===== src/rtl/fifo_pkg.sv =====
// rtl/fifo_pkg.sv - shared constants and FSM state type for the FIFO read-side word packer
package fifo_pkg;

  localparam int BYTE_W             = 8;
  localparam int DEF_BYTES_PER_WORD = 4;

  typedef enum logic {
    FILL = 1'b0,
    HOLD = 1'b1
  } state_t;

endpackage


===== src/rtl/fifo_word_packer.sv =====
// rtl/fifo_word_packer.sv - pops bytes from the byte FIFO and packs them into keep-masked words
module fifo_word_packer
  import fifo_pkg::*;
#(
  parameter int BYTES_PER_WORD = DEF_BYTES_PER_WORD,
  parameter int CNT_W          = 16
) (
  input  logic                             clk,
  input  logic                             reset,
  input  logic [BYTE_W-1:0]                fifo_data,
  input  logic                             fifo_empty,
  output logic                             fifo_rd_en,
  output logic [BYTE_W*BYTES_PER_WORD-1:0] word_out,
  output logic [BYTES_PER_WORD-1:0]        word_keep,
  output logic                             word_valid,
  input  logic                             word_ready,
  input  logic                             flush,
  output logic                             busy,
  output logic [CNT_W-1:0]                 words_sent
);

  localparam int WORD_W = BYTE_W * BYTES_PER_WORD;
  localparam int BC_W   = $clog2(BYTES_PER_WORD + 1);
  localparam logic [BC_W-1:0] LAST_IDX   = BC_W'(BYTES_PER_WORD - 1);
  localparam logic [BC_W:0]   WORD_BYTES = (BC_W + 1)'(BYTES_PER_WORD);

  state_t            r_state;
  state_t            w_state_next;
  logic [BC_W-1:0]   r_byte_cnt;
  logic              r_rd_pend;
  logic              r_flush_req;
  logic [WORD_W-1:0] r_lanes;
  logic [BYTES_PER_WORD-1:0] r_keep;
  logic [CNT_W-1:0]  r_words_sent;

  logic [BC_W:0]     w_inflight;
  logic              w_rd_en;
  logic              w_capture;
  logic              w_last_lane;
  logic              w_handshake;
  logic              w_flush_emit;
  logic              w_flush_empty;

  // Bytes already captured plus the one the FIFO is still returning.
  assign w_inflight    = {1'b0, r_byte_cnt} + {{BC_W{1'b0}}, r_rd_pend};
  assign w_capture     = (r_state == FILL) && r_rd_pend;
  assign w_last_lane   = w_capture && (r_byte_cnt == LAST_IDX);
  assign w_handshake   = (r_state == HOLD) && word_ready;
  // A flush only resolves once no pop is outstanding, so the in-flight byte is included.
  assign w_flush_emit  = (r_state == FILL) && !r_rd_pend && r_flush_req && (r_byte_cnt != '0);
  assign w_flush_empty = (r_state == FILL) && !r_rd_pend && r_flush_req && (r_byte_cnt == '0);

  // Next-state and pop request; pops are only issued while collecting and never past a full word.
  always_comb begin
    w_state_next = r_state;
    w_rd_en      = 1'b0;
    case (r_state)
      FILL: begin
        w_rd_en = !fifo_empty && !r_flush_req && (w_inflight < WORD_BYTES);
        if (w_last_lane || w_flush_emit) begin
          w_state_next = HOLD;
        end
      end
      HOLD: begin
        if (word_ready) begin
          w_state_next = FILL;
        end
      end
      default: w_state_next = FILL;
    endcase
  end

  // FSM state register.
  always_ff @(posedge clk or posedge reset) begin
    if (reset) begin
      r_state <= FILL;
    end else begin
      r_state <= w_state_next;
    end
  end

  // Lane capture, word release on handshake, flush request tracking and word statistics.
  always_ff @(posedge clk or posedge reset) begin
    if (reset) begin
      r_byte_cnt   <= '0;
      r_rd_pend    <= 1'b0;
      r_flush_req  <= 1'b0;
      r_lanes      <= '0;
      r_keep       <= '0;
      r_words_sent <= '0;
    end else begin
      r_rd_pend <= w_rd_en;
      if (w_capture) begin
        for (int i = 0; i < BYTES_PER_WORD; i++) begin
          if (r_byte_cnt == BC_W'(i)) begin
            r_lanes[i*BYTE_W +: BYTE_W] <= fifo_data;
            r_keep[i]                   <= 1'b1;
          end
        end
        r_byte_cnt <= r_byte_cnt + 1'b1;
      end else if (w_handshake) begin
        r_lanes      <= '0;
        r_keep       <= '0;
        r_byte_cnt   <= '0;
        r_words_sent <= r_words_sent + 1'b1;
      end
      if (w_last_lane || w_flush_emit || w_flush_empty) begin
        r_flush_req <= 1'b0;
      end else if (flush) begin
        r_flush_req <= 1'b1;
      end
    end
  end

  // Reset gates the pop request so no byte leaves the FIFO while state is being cleared.
  assign fifo_rd_en = w_rd_en && !reset;
  assign word_out   = r_lanes;
  assign word_keep  = r_keep;
  assign word_valid = (r_state == HOLD);
  assign busy       = (r_byte_cnt != '0) || r_rd_pend || (r_state == HOLD);
  assign words_sent = r_words_sent;

endmodule


===== config.mk =====
export PLATFORM = sky130hd
export DESIGN_NAME = fifo_word_packer
export DESIGN_NICKNAME = d
export VERILOG_FILES = /design/src/rtl/fifo_pkg.sv /design/src/rtl/fifo_word_packer.sv
export SDC_FILE = /design/constraint.sdc
export NUM_CORES = 1
export LEC_CHECK = 0
export BUFFER_PORTS_ARGS = -buffer_cell sky130_fd_sc_hd__clkbuf_2
export CAP_MARGIN = 25
export CELL_PAD_IN_SITES_DETAIL_PLACEMENT = 2
export CELL_PAD_IN_SITES_GLOBAL_PLACEMENT = 2
export CORE_UTILIZATION = 37
export CTS_BUF_LIST = sky130_fd_sc_hd__clkbuf_16
export DETAILED_ROUTE_END_ITERATION = 8
export GPL_ROUTABILITY_DRIVEN = 0
export PLACE_DENSITY = 0.94
export SETUP_SLACK_MARGIN = 0.3
export SLEW_MARGIN = 20
export SYNTH_ARGS = -nofsm -noshare
export SYNTH_HDL_FRONTEND = slang
export SYNTH_SLANG_ARGS = --single-unit

===== constraint.sdc =====
create_clock -name clk -period 3.77 [get_ports clk]
set_input_delay 0.1885 -clock clk [delete_from_list [all_inputs] [get_ports clk]]
set_output_delay 0.1885 -clock clk [all_outputs]
set_load 0.01 [all_outputs]

Word level (Yosys, flattened, before mapping)
Cells that the tools add are included.
{"block": "op_classes", "shift": 0, "magnitude_cmp": 1, "n_reduce_logical": 27, "div": 0, "eq_ne": 7, "n_addsub": 3, "n_mul": 0, "bitwise_logic": 2, "muxes": 20}
{"cell": "$mux W32", "n": 2}
{"cell": "$mux W8", "n": 4}
{"cell": "$add A16 B1 Y16 const B", "n": 1}
{"cell": "$logic_and A1 B1 Y1", "n": 10}
{"cell": "$reduce_and A2 Y1", "n": 5}
{"cell": "$mux W1", "n": 9}
{"cell": "$mux W4", "n": 2}
{"cell": "$ne A2 B1 Y1 const B", "n": 4}
{"cell": "$eq A3 B2 Y1 const B", "n": 2}
{"cell": "$mux W3", "n": 2}
{"cell": "$add A3 B1 Y4", "n": 1}
{"cell": "$logic_not A1 Y1", "n": 4}
{"cell": "$logic_or A1 B1 Y1", "n": 4}
{"cell": "$lt A4 B3 Y1 const B", "n": 1}
{"cell": "$reduce_bool A2 Y1", "n": 2}
{"cell": "$add A3 B1 Y3 const B", "n": 1}
{"cell": "$eq A3 B1 Y1 const B", "n": 1}
{"cell": "$logic_not A3 Y1", "n": 1}
{"cell": "$reduce_bool A3 Y1", "n": 1}
{"cell": "$not A1 Y1", "n": 2}
{"cell": "$pmux W1 S2", "n": 1}
{"block": "word_totals", "in_bits": 13, "wordCells": 73, "romBits": 0, "register_bits": 58, "memories": 0, "latchBits": 0, "ramBits": 0, "output_inout_bits": 55}

Depth between registers and ports, before layout
{"block": "depth", "word_depth": 7, "ltp_mapped": 6, "mapped_depth_nobuf": 5}

Worst setup path after synthesis
No wires, ideal clock.
{"block": "synth_timing", "path_type": "input to output", "start": "input reset", "end": "output fifo_rd_en", "t_arrival_ns": 1.726, "n_path_buf": 0, "stages": 2, "required_ns": 3.582, "setup_slack_ns": 1.856, "cell_sequence": "inv_1 -> and2_1"}
{"block": "synth_between", "elab_chain_len": 2}
{"item": "start, declared", "line": "fifo_word_packer.sv:9", "source": "input logic reset,"}
{"item": "$logic_not A1 Y1", "line": "fifo_word_packer.sv:116", "source": "assign fifo_rd_en = w_rd_en && !reset;"}
{"item": "$logic_and A1 B1 Y1", "line": "fifo_word_packer.sv:116"}
{"item": "end, declared", "line": "fifo_word_packer.sv:12", "source": "output logic fifo_rd_en,"}
Every way passes these cells.

Final worst setup path
{"block": "layout_timing", "start": "register r_state, in the netlist word_valid", "end": "output fifo_rd_en"}
{"block": "layout_between", "elab_chain_len": 2}
{"item": "start, declared", "line": "fifo_word_packer.sv:27", "source": "state_t r_state;"}
{"item": "start signal, assigned", "line": "fifo_word_packer.sv:78", "source": "r_state <= w_state_next;"}
{"item": "$mux W1", "line": "fifo_word_packer.sv:57", "source": "case (r_state)"}
{"item": "net w_rd_en", "line": "fifo_word_packer.sv:37", "source": "logic w_rd_en;"}
{"item": "$logic_and A1 B1 Y1", "line": "fifo_word_packer.sv:116"}
The timed path passes the listed nets, and every way through them passes these cells.

==> reports/metrics.cfg <==
[outcome]
run_status=complete, but fails checks
violations=DRC

[cells_and_area]
multiInputGateArea_sq_um=1017
final_net_count=280
seq_area_sq_um=1451
insertedDiodeCount=0
fill_cell_total_of_the_finished_layout=637
share_of_layout_cells_above_drive_strength_1_pct=45.49
layout-area-overhead-vs-synth_pct=28.86

[drt]
avgViaCountPerCell=5.160
vias=1770
drc_errors=9
drt-pass1-iter-count=5
wl_um=6920
first_iter_violations=86
detail_route.wl_per_cell_um=20.17
ant_nets=0

[critical_path]
cp_data_arrival_time_ps=1800
r2r_setup_slack_ps=1830
beginning_of_the_critical_path=word_valid$_DFF_PP0_
worstReg2RegEnd=word_out[26]$_DFFE_PP0P_
worst_path_required_time_ps=3580
reg2reg_from=r_byte_cnt[0]$_DFFE_PP0P_
worst_setup_path_start_kind=flop
criticalPathCategory=flop to output pin
critPathCaptureType=output pin
rr_worst_depth=4
crit_fanout=10

[power]
leakagePower_nw=1.691
power_total_mw=2.435
power_per_cell_area_nw_per_um2=751.5
peakVddDrop_uv=338.1

[sta]
setup_repair_after_global_routing_missed_its_margin=false
clock_skew_ps=4.204
share_of_the_cycle_needed_by_the_critical_path_after_routing_pct=52.68
setup_tns_ps=0
worst_pin_slew_ps=757.9
finalMaxSlewViolations=0
hold_viol=0
timing.slew.headroom_pct=49.48
report.final.setup_viol=0
fmax_ghz=0.5035
min_period_ps=1986

[synth]
synth.yosys.seq_area_share_pct=57.71
ys_types=37
synth_top_area_cell=sky130_fd_sc_hd__dfrtp_1
yosysWarningCount=0
yosys.area_share.adder_pct=2.985
muxShareOfSynthArea_pct=14.33
netlist_top_cells_area=sky130_fd_sc_hd__dfrtp_1 (58%), sky130_fd_sc_hd__mux2_2 (13%), sky130_fd_sc_hd__xnor2_1 (3.5%)
yosys.area_share.simple_pct=12.54
synth_top_family_by_area=multiplexers
synth-compound-area-share_pct=5.373
synthXorXnorAreaFrac_pct=5.224
synth_fp_nets=204
post_synth_top_area_share_pct=57.71
syn-cell-area_sq_um=2515
register_bit_total_from_synthesis=58
syn-instance-count=185
postSynthAreaPerCell_sq_um=13.59

[clock_tree]
clk_pin_slew_ps=50
post_cts_resize_count=0
ctsRootBufferMaster=sky130_fd_sc_hd__clkbuf_16
cts-root-to-sink-buffers=2
cts_tree=built
h_tree_depth=3
cts_buffers=9
post-cts-setup-buffer-count=0
cts.hold.buffers_added=0
clock_latency_ps=320
total_number_of_clock_tree_sinks=58

[place]
dp_hpwl_um=4646
buffer_ports.inserted=67

[floorplanning]
vertical_die_dimension_um=84.45
die_w_um=84.45
core_area_sq_um=6459
die-area_sq_um=7131
start_util_pct=38.94
cell_row_count=29
io_pins=68

[grt]
gr_util_all_layers_pct=21.82
grt_first_pass_wirelength_um=11500
first_global_vias=2050
grt_max_degree=60
grt_antenna_before_repair=0
grt-ovfl-total=0

[min_path]
min_path_type=input port to asynchronous set/reset pin

[flow_run]
maximum_capacitance_violations=0

[layer usage]
layer / share of wire [%] / up-vias / track usage [%]
met1: 39 / 904 / 23.63
met4: 1.0 / 0 / 6.471
met5: 0 / - / 0
met2: 54 / 56 / 39.72
li1: - / 802 / -
met3: 6.5 / 8 / 8.260
[final cells by class]
| cell class | count | share of cell area, % |
|---|---|---|
| well taps | 77 | 2.973 |
| repair buffers | 68 | 10.58 |
| clock buffers | 9 | 6.950 |
| multi-input cells | 118 | 31.39 |
| flip-flops and latches | 58 | 44.79 |
| inverters | 6 | 0.6950 |
| clock inverters | 7 | 2.625 |
[state kept, by name, summed over array words and instances (netlist names)]
| name | count |
|---|---|
| r_rd_pend | 1 |
| r_byte_cnt | 3 |
| r_flush_req | 1 |
| words_sent | 16 |
| word_out | 32 |
| word_valid | 1 |
| word_keep | 4 |
[through the flow]
stage | worst slack [ps] | utilization (%) | area (sq um) | instances | hold WS (ps)
finish | 1784 | 50.17 | 3241 | 343 | 55.52
global route | 1634 | 50.17 | 3241 | 343 | 115.2
CTS | 1746 | 50.17 | 3241 | 343 | 87.00
detailed placement | 1874 | 45.37 | 2930 | 327 | 438.1
global placement | 1966 | 45.37 | 2930 | 327 | 415.7
floorplan | 1856 | - | 2515 | 185 | 325.1
[worst max-delay path by stage]
stage / end / slack [ps] / depth (start not counted)
3_3_place_gp: word_out[27]$_DFFE_PP0P_ / 1970 / 4
5_1_grt: fifo_rd_en / 1630 / 4
2_1_floorplan: fifo_rd_en / 1860 / 2
3_5_place_dp: word_out[26]$_DFFE_PP0P_ / 1870 / 4
6_report: fifo_rd_en / 1780 / 4
4_1_cts: fifo_rd_en / 1750 / 4
[layout by cell type (no fill, tap or decap), types with 2 or more instances in the layout]
cell type,count
sky130_fd_sc_hd__clkbuf_2,67
sky130_fd_sc_hd__clkbuf_16,9
sky130_fd_sc_hd__clkinv_1,2
sky130_fd_sc_hd__inv_1,6
sky130_fd_sc_hd__a21oi_4,3
sky130_fd_sc_hd__nor2b_1,2
sky130_fd_sc_hd__and2_1,9
sky130_fd_sc_hd__ha_1,6
sky130_fd_sc_hd__dfrtp_1,58
sky130_fd_sc_hd__bufinv_16,2
sky130_fd_sc_hd__mux2_2,28
sky130_fd_sc_hd__mux2_1,4
sky130_fd_sc_hd__xor2_1,5
sky130_fd_sc_hd__o21ai_0,3
sky130_fd_sc_hd__nand2_1,10
sky130_fd_sc_hd__nor2_1,6
sky130_fd_sc_hd__a22o_1,3
sky130_fd_sc_hd__xnor2_1,10
sky130_fd_sc_hd__nand4_1,5
sky130_fd_sc_hd__nand3_1,6
[report_power, final]
part           internal (mW)  switching, mW  leakage [nW]
Combinational          0.294          0.376         0.755
Sequential             0.769          0.141         0.780
Clock                  0.571          0.284         0.156
[cells by family (layout without fill, tap and decap cells)]
logic type | after synthesis | count (layout)
compound gates | 15 | 15
xor+xnor | 15 | 15
fa+ha+maj | 6 | 6
buf+inv | 9 | 90
flops | 58 | 58
mux | 32 | 32
simple gates | 50 | 50
[Yosys cell counts, drive strengths merged]
library cell	n
or3	1
clkbuf	1
nand4	5
a22o	3
xnor2	10
o21ai	3
nor2	7
nand2	10
and2	10
a31oi	1
buf	2
a221oi	1
a21oi	5
o31ai	1
and4	2
or4	1
dfrtp	58
nor2b	3
ha	6
nand2b	2
nor4	1
mux2	32
xor2	5
nor3	1
o22a	1
nand3	7
inv	6
[critical path, stage by stage, from the launching register on]
cell	delay [ps]
sky130_fd_sc_hd__dfrtp_1	490
sky130_fd_sc_hd__or4_1	510
sky130_fd_sc_hd__a31oi_1	200
sky130_fd_sc_hd__and2_1	150
sky130_fd_sc_hd__clkbuf_2	130
No activity file was read; power rests on OpenSTA's default activity.
